`src/rtl/alu_ops_pkg.sv`:
```
// Shared ALU operation codes, RV32I opcodes and the decoded-bundle payload
// exchanged between the decode stage and the execute-stage ALU.
package alu_ops_pkg;

  localparam int unsigned DATA_WIDTH    = 32;
  localparam int unsigned OPCODE_LENGTH = 4;
  localparam int unsigned REG_IDX_W     = 5;

  localparam logic [OPCODE_LENGTH-1:0] ALU_AND = 4'b0000;
  localparam logic [OPCODE_LENGTH-1:0] ALU_XOR = 4'b0001;
  localparam logic [OPCODE_LENGTH-1:0] ALU_SUB = 4'b0010;
  localparam logic [OPCODE_LENGTH-1:0] ALU_OR  = 4'b0011;
  localparam logic [OPCODE_LENGTH-1:0] ALU_ADD = 4'b0100;
  localparam logic [OPCODE_LENGTH-1:0] ALU_BGE = 4'b0101;
  localparam logic [OPCODE_LENGTH-1:0] ALU_BNE = 4'b0110;
  localparam logic [OPCODE_LENGTH-1:0] ALU_SRA = 4'b0111;
  localparam logic [OPCODE_LENGTH-1:0] ALU_EQ  = 4'b1000;
  localparam logic [OPCODE_LENGTH-1:0] ALU_SLL = 4'b1001;
  localparam logic [OPCODE_LENGTH-1:0] ALU_LUI = 4'b1010;
  localparam logic [OPCODE_LENGTH-1:0] ALU_SRL = 4'b1100;
  localparam logic [OPCODE_LENGTH-1:0] ALU_BLT = 4'b1101;
  localparam logic [OPCODE_LENGTH-1:0] ALU_SLT = 4'b1110;

  localparam logic [6:0] OPC_OP     = 7'b0110011;
  localparam logic [6:0] OPC_OP_IMM = 7'b0010011;
  localparam logic [6:0] OPC_LUI    = 7'b0110111;
  localparam logic [6:0] OPC_LOAD   = 7'b0000011;
  localparam logic [6:0] OPC_STORE  = 7'b0100011;
  localparam logic [6:0] OPC_JAL    = 7'b1101111;
  localparam logic [6:0] OPC_JALR   = 7'b1100111;
  localparam logic [6:0] OPC_BRANCH = 7'b1100011;

  localparam logic [6:0] F7_ZERO = 7'b0000000;
  localparam logic [6:0] F7_ALT  = 7'b0100000;

  typedef struct packed {
    logic [OPCODE_LENGTH-1:0] operation;
    logic                     alu_src_imm;
    logic [DATA_WIDTH-1:0]    imm;
    logic [REG_IDX_W-1:0]     rs1;
    logic [REG_IDX_W-1:0]     rs2;
    logic [REG_IDX_W-1:0]     rd;
    logic                     reg_write;
    logic                     is_branch;
    logic                     illegal;
  } alu_decoded_t;

endpackage

```
`src/rtl/alu_op_decode.sv`:
```
// Combinational RV32I instruction decoder producing the ALU bundle.
module alu_op_decode
  import alu_ops_pkg::*;
(
  input  logic [DATA_WIDTH-1:0] instr,
  output alu_decoded_t          dec_c
);

  logic [6:0]            opcode;
  logic [2:0]            f3;
  logic [6:0]            f7;
  logic [DATA_WIDTH-1:0] i_imm, s_imm, b_imm, u_imm, j_imm, shamt;
  logic                  bad;

  assign opcode = instr[6:0];
  assign f3     = instr[14:12];
  assign f7     = instr[31:25];
  assign i_imm  = {{20{instr[31]}}, instr[31:20]};
  assign s_imm  = {{20{instr[31]}}, instr[31:25], instr[11:7]};
  assign b_imm  = {{19{instr[31]}}, instr[31], instr[7], instr[30:25], instr[11:8], 1'b0};
  assign u_imm  = {instr[31:12], 12'b0};
  assign j_imm  = {{11{instr[31]}}, instr[31], instr[19:12], instr[20], instr[30:21], 1'b0};
  assign shamt  = DATA_WIDTH'(instr[24:20]);

  always_comb begin
    dec_c = '0;
    bad   = 1'b0;
    case (opcode)
      OPC_OP: begin
        dec_c.rs1       = instr[19:15];
        dec_c.rs2       = instr[24:20];
        dec_c.rd        = instr[11:7];
        dec_c.reg_write = 1'b1;
        case (f3)
          3'b000: begin
            if (f7 == F7_ZERO)     dec_c.operation = ALU_ADD;
            else if (f7 == F7_ALT) dec_c.operation = ALU_SUB;
            else                   bad = 1'b1;
          end
          3'b111:  dec_c.operation = ALU_AND;
          3'b110:  dec_c.operation = ALU_OR;
          3'b100:  dec_c.operation = ALU_XOR;
          3'b010:  dec_c.operation = ALU_SLT;
          3'b001:  dec_c.operation = ALU_SLL;
          3'b101:  dec_c.operation = ALU_SRL;
          default: bad = 1'b1;
        endcase
        // Only ADD/SUB may carry a non-zero funct7; this also rejects register SRA.
        if (f3 != 3'b000 && f7 != F7_ZERO) bad = 1'b1;
      end
      OPC_OP_IMM: begin
        dec_c.rs1         = instr[19:15];
        dec_c.rd          = instr[11:7];
        dec_c.reg_write   = 1'b1;
        dec_c.alu_src_imm = 1'b1;
        dec_c.imm         = i_imm;
        case (f3)
          3'b000: dec_c.operation = ALU_ADD;
          3'b111: dec_c.operation = ALU_AND;
          3'b110: dec_c.operation = ALU_OR;
          3'b100: dec_c.operation = ALU_XOR;
          3'b010: dec_c.operation = ALU_SLT;
          3'b001: begin
            dec_c.operation = ALU_SLL;
            dec_c.imm       = shamt;
            if (f7 != F7_ZERO) bad = 1'b1;
          end
          3'b101: begin
            // SRAI keeps the raw I-immediate; the ALU strips the funct7 bias.
            if (f7 == F7_ZERO) begin
              dec_c.operation = ALU_SRL;
              dec_c.imm       = shamt;
            end else if (f7 == F7_ALT) begin
              dec_c.operation = ALU_SRA;
            end else begin
              bad = 1'b1;
            end
          end
          default: bad = 1'b1;
        endcase
      end
      OPC_LUI: begin
        dec_c.operation   = ALU_LUI;
        dec_c.rd          = instr[11:7];
        dec_c.reg_write   = 1'b1;
        dec_c.alu_src_imm = 1'b1;
        dec_c.imm         = u_imm;
      end
      OPC_LOAD: begin
        dec_c.operation   = ALU_ADD;
        dec_c.rs1         = instr[19:15];
        dec_c.rd          = instr[11:7];
        dec_c.reg_write   = 1'b1;
        dec_c.alu_src_imm = 1'b1;
        dec_c.imm         = i_imm;
        if (f3 == 3'b011 || f3 == 3'b110 || f3 == 3'b111) bad = 1'b1;
      end
      OPC_STORE: begin
        dec_c.operation   = ALU_ADD;
        dec_c.rs1         = instr[19:15];
        dec_c.rs2         = instr[24:20];
        dec_c.alu_src_imm = 1'b1;
        dec_c.imm         = s_imm;
        if (f3 > 3'b010) bad = 1'b1;
      end
      OPC_JAL: begin
        dec_c.operation   = ALU_ADD;
        dec_c.rd          = instr[11:7];
        dec_c.reg_write   = 1'b1;
        dec_c.alu_src_imm = 1'b1;
        dec_c.imm         = j_imm;
      end
      OPC_JALR: begin
        dec_c.operation   = ALU_ADD;
        dec_c.rs1         = instr[19:15];
        dec_c.rd          = instr[11:7];
        dec_c.reg_write   = 1'b1;
        dec_c.alu_src_imm = 1'b1;
        dec_c.imm         = i_imm;
        if (f3 != 3'b000) bad = 1'b1;
      end
      OPC_BRANCH: begin
        dec_c.rs1       = instr[19:15];
        dec_c.rs2       = instr[24:20];
        dec_c.is_branch = 1'b1;
        dec_c.imm       = b_imm;
        case (f3)
          3'b000:  dec_c.operation = ALU_EQ;
          3'b001:  dec_c.operation = ALU_BNE;
          3'b100:  dec_c.operation = ALU_BLT;
          3'b101:  dec_c.operation = ALU_BGE;
          default: bad = 1'b1;
        endcase
      end
      default: bad = 1'b1;
    endcase
    // Illegal encodings emit an all-zero bundle with only the flag set.
    if (bad) begin
      dec_c         = '0;
      dec_c.illegal = 1'b1;
    end
  end

endmodule

```
`src/rtl/alu_decode_stage.sv`:
```
// Registered decode stage: decodes on the input side and buffers bundles in a
// two-entry skid buffer (main M drives outputs, skid S absorbs one stall).
module alu_decode_stage
  import alu_ops_pkg::*;
(
  input  logic                     clk,
  input  logic                     rst_n,
  input  logic                     in_valid,
  output logic                     in_ready,
  input  logic [DATA_WIDTH-1:0]    instr,
  input  logic                     flush,
  output logic                     out_valid,
  input  logic                     out_ready,
  output logic [OPCODE_LENGTH-1:0] Operation,
  output logic                     alu_src_imm,
  output logic [DATA_WIDTH-1:0]    imm,
  output logic [REG_IDX_W-1:0]     rs1,
  output logic [REG_IDX_W-1:0]     rs2,
  output logic [REG_IDX_W-1:0]     rd,
  output logic                     reg_write,
  output logic                     is_branch,
  output logic                     illegal
);

  alu_decoded_t dec_c;
  alu_decoded_t m_q, m_d, s_q, s_d;
  logic         m_valid_q, m_valid_d, s_valid_q, s_valid_d;
  logic         in_ready_q;
  logic         accept, emit;

  alu_op_decode u_dec (
    .instr (instr),
    .dec_c (dec_c)
  );

  assign accept = in_valid && in_ready_q;
  assign emit   = m_valid_q && out_ready;

  // Next-state for the skid buffer; flush overrides any accept or emit.
  always_comb begin
    m_d       = m_q;
    s_d       = s_q;
    m_valid_d = m_valid_q;
    s_valid_d = s_valid_q;
    if (flush) begin
      m_valid_d = 1'b0;
      s_valid_d = 1'b0;
    end else begin
      if (emit) begin
        if (s_valid_q) begin
          m_d       = s_q;
          s_valid_d = 1'b0;
        end else begin
          m_valid_d = 1'b0;
        end
      end
      // Accept implies S is empty, so only M or S (never both) is loaded.
      if (accept) begin
        if (!m_valid_q || emit) begin
          m_d       = dec_c;
          m_valid_d = 1'b1;
        end else begin
          s_d       = dec_c;
          s_valid_d = 1'b1;
        end
      end
    end
  end

  always_ff @(posedge clk or negedge rst_n) begin
    if (!rst_n) begin
      m_q        <= '0;
      s_q        <= '0;
      m_valid_q  <= 1'b0;
      s_valid_q  <= 1'b0;
      in_ready_q <= 1'b1;
    end else begin
      m_q        <= m_d;
      s_q        <= s_d;
      m_valid_q  <= m_valid_d;
      s_valid_q  <= s_valid_d;
      in_ready_q <= !s_valid_d;
    end
  end

  assign in_ready    = in_ready_q;
  assign out_valid   = m_valid_q;
  assign Operation   = m_q.operation;
  assign alu_src_imm = m_q.alu_src_imm;
  assign imm         = m_q.imm;
  assign rs1         = m_q.rs1;
  assign rs2         = m_q.rs2;
  assign rd          = m_q.rd;
  assign reg_write   = m_q.reg_write;
  assign is_branch   = m_q.is_branch;
  assign illegal     = m_q.illegal;

endmodule

```
`config.mk`:
```
export PLATFORM = sky130hd
export DESIGN_NAME = alu_decode_stage
export DESIGN_NICKNAME = d
export VERILOG_FILES = /design/src/rtl/alu_ops_pkg.sv /design/src/rtl/alu_op_decode.sv /design/src/rtl/alu_decode_stage.sv
export SDC_FILE = /design/constraint.sdc
export NUM_CORES = 1
export LEC_CHECK = 0
export CAP_MARGIN = 20
export CORE_AREA = 2 2 112 114
export CTS_CLUSTER_SIZE = 24
export DETAILED_ROUTE_END_ITERATION = 10
export DIE_AREA = 0 0 114 116
export PLACE_DENSITY = 0.76
export REMOVE_ABC_BUFFERS = 1
export SYNTH_ARGS = -nofsm -noshare
export SYNTH_HDL_FRONTEND = slang
export SYNTH_SLANG_ARGS = --single-unit
export TNS_END_PERCENT = 30
```
`constraint.sdc`:
```
create_clock -name clk -period 1.9 [get_ports clk]
set_input_delay 0.38 -clock clk [delete_from_list [all_inputs] [get_ports clk]]
set_output_delay 0.38 -clock clk [all_outputs]
set_load 0.03 [all_outputs]
```
==> impl_metrics.tcl <==
set metrics [dict create \
    cp-end-kind "flip-flop" \
    initial_core_util_pct 48.8 \
    final_nets 883 \
    cap_violations 0 \
    final_cell_mix "dfrtp_1 (112), buf_4 (92), nand2_1 (80)" \
    rrSetupSlack_ps -20 \
    rr_worst_depth 8 \
    internal_power_w 0.00557 \
    synthArstFlopShare_pct 100 \
    vias_per_cell 6.33 \
    clock.fmax_ghz 0.482 \
    grt_first_pass_wirelength_mm 32.3 \
    rsz0062_at_grt "true" \
    place_area_um2 7710 \
    r2r_end "imm[27]" \
    min_path_type "in2async" \
    rr_startpoint "out_valid" \
    clk_pin_slew_ps 50 \
    drc 0 \
    wl_per_cell_um 21.1 \
    num_vias 6370 \
    core_um2 11900 \
    leakagePower_nw 4.07 \
    slew_headroom_pct 61.1 \
    status "complete, but fails checks" \
    synth_flop_cell "dfrtp_1" \
    dieArea_um2 13200 \
    synth_top_cell_area_share_pct 48.3 \
    min_period_ps 2080 \
    yosys_warnings 0 \
    worst_slack_ps -175 \
    port_buffers 93 \
    clk_latency_ps 420 \
    drive_gt1_share_pct 35.7 \
    ys_seq_area_share_pct 48.7 \
    die_h_um 116 \
    endpoint "imm[1]" \
    post-route-util_pct 79.6 \
    drt_iter0_markers 591 \
    p_per_area_nw_per_um2 841 \
    synth_seq_cells 113 \
    cp-startpoint "instr[26]" \
    layout_commonest_cell "dfrtp_1" \
    power.switching_w 0.00240 \
    ios 94 \
    startpoint_type "input pin" \
    final_antenna_net_count 0 \
    post-route-period-util_pct 109 \
    clkPwrFrac_pct 41.6 \
    finalSetupTns_ps -3790 \
    drv_slew 0 \
    worstPathArrival_ps 2410 \
    avgSynthCellArea_um2 8.87 \
    violations "negative setup slack" \
    gp_congestion 0.897 \
    cts_tree "yes" \
    required_ps 2240 \
    grt_max_degree 65 \
    hpwl_mm 13.0 \
    clockBufferDepth 2 \
    switching_share_pct 30.2 \
    htree_levels 4 \
    design_area_um2 9480 \
    cts_root_buf "clkbuf_16" \
    worstMarginPinSlew_ps 584 \
    place_inst 953 \
    grt_antenna_before_repair 0 \
    cp_max_fo 4 \
    placementRows 40 \
    synth_area_um2 5810 \
    syn2layout_area_growth_pct 63.2 \
    skew_ps 8.49 \
    firstDrtPassIters 5 \
    clock_sinks 113 \
    numCtsBuffers 17 \
    grt-ovfl-total 0 \
    routed_wl_mm 21.2 \
    die_x_um 114 \
    combPwrFrac_pct 23.9 \
    synth_area_leader_cell "dfrtp_1" \
    worstSetupPathType "in2reg" \
    hold_viol 0 \
    synth_edf_count 0 \
    setup_viol 58 \
    grt_usage_pct 31.1 \
    antenna_cells 0 \
    power_frac_seq_pct 34.5 \
    synth_cells 655 \
    synth_cell_types 57 \
    first_global_vias 6320 \
    instances_no_fill 1006 \
    vdd_drop_max_v 0.000616 \
    synth.area.top_cells "dfrtp_1 (48%), o31ai_1 (8.1%), a21oi_1 (6.2%), nand2_1 (5.8%), o22ai_1 (4.5%)" \
]
worst min-delay path by stage:
stage	to	slack (ps)	depth (start not counted)
after floorplan	Operation[0]	80	0
after global placement	s_q[17]	240	1
after detailed placement	s_q[17]	240	1
after CTS	imm[19]	330	2
after global routing	imm[19]	350	2
final	s_q[17]	340	2
through the flow:
| step | total power (W) | hold slack (ps) | worst slack, ps |
|---|---|---|---|
| final | 0.00797 | 344 | -175 |
| after floorplan | 0.00354 | 84.4 | -2040 |
| after global routing | 0.00824 | 349 | -258 |
| after detailed placement | 0.00441 | 237 | -1090 |
| after global placement | 0.00437 | 238 | -988 |
| after CTS | 0.00776 | 335 | -118 |
layer usage:
layer  GRT usage [%]  share of wire, %
met1            40.8                41
met2            49.9                48
met3            6.28               6.9
met4            14.2               3.7
met5               0                 0
synthesized netlist by cell type, drive strengths merged (2+ instances only):
cell type,count
nand4b,2
and3,3
o21ai,45
and2,5
or2,5
a21oi,73
a22o,5
nor2b,5
nor4,6
nand4,3
nand2,90
a311oi,2
nand2b,3
nor3,9
or4,2
nor3b,2
a21o,8
buf,11
or3,3
a31oi,3
o22ai,42
inv,16
nand3,6
o31ai,63
dfrtp,112
nor2,54
clkbuf,43
a22oi,12
o32a,4
a211o,3
cell type report:
cell class                 count  area, µm²
multi-input combinational    473       3540
tap                          147        184
sequential                   113       2830
inverter                      16       60.1
clock inverter                 9        129
clock buffer                  23        488
fill                         780       2430
timing repair buffer         225       2250
flip-flops by register name (all words and copies together) (netlist names):
signal,count
Operation,4
alu_src_imm,1
illegal,1
imm,32
in_ready,1
is_branch,1
out_valid,1
rd,5
reg_write,1
rs1,5
rs2,5
s_q,55
s_valid_q,1
critical path, cell delays in order:
cell and delay [ps]:
buf_6 100, nor4_4 300, buf_4 160, and2_4 140
a311oi_2 90, a311oi_2 290, buf_4 180, nand2_4 50
buf_8 120, buf_12 120, o32a_1 350, a21oi_2 130
timing repair:
action	in CTS	in global routing
endpoints found under the setup margin	116	113
gates resized for setup	109	175
pin swaps	30	34
hold endpoints to repair	10	0
gates cloned	3	2
hold buffers	1	0
setup buffers	10	9
power groups by stage:
stage	logic, W	registers (W)	clock network, W
floorplan	0.000452	0.00308	0
global route	0.00202	0.00277	0.00346
detailed placement	0.00164	0.00278	0
CTS	0.00168	0.00274	0.00334
global placement	0.00161	0.00276	0
finish	0.00191	0.00275	0.00332
logic make-up (layout without fill, tap and decap cells):
logic type,Yosys count,count (layout),share of synthesized area (%)
compound gates,270,270,29.7
simple gates,201,202,16.4
flops,113,113,48.7
buf+inv,70,273,5.06
mux,1,1,0.194
(Power assumes the default switching activity.)
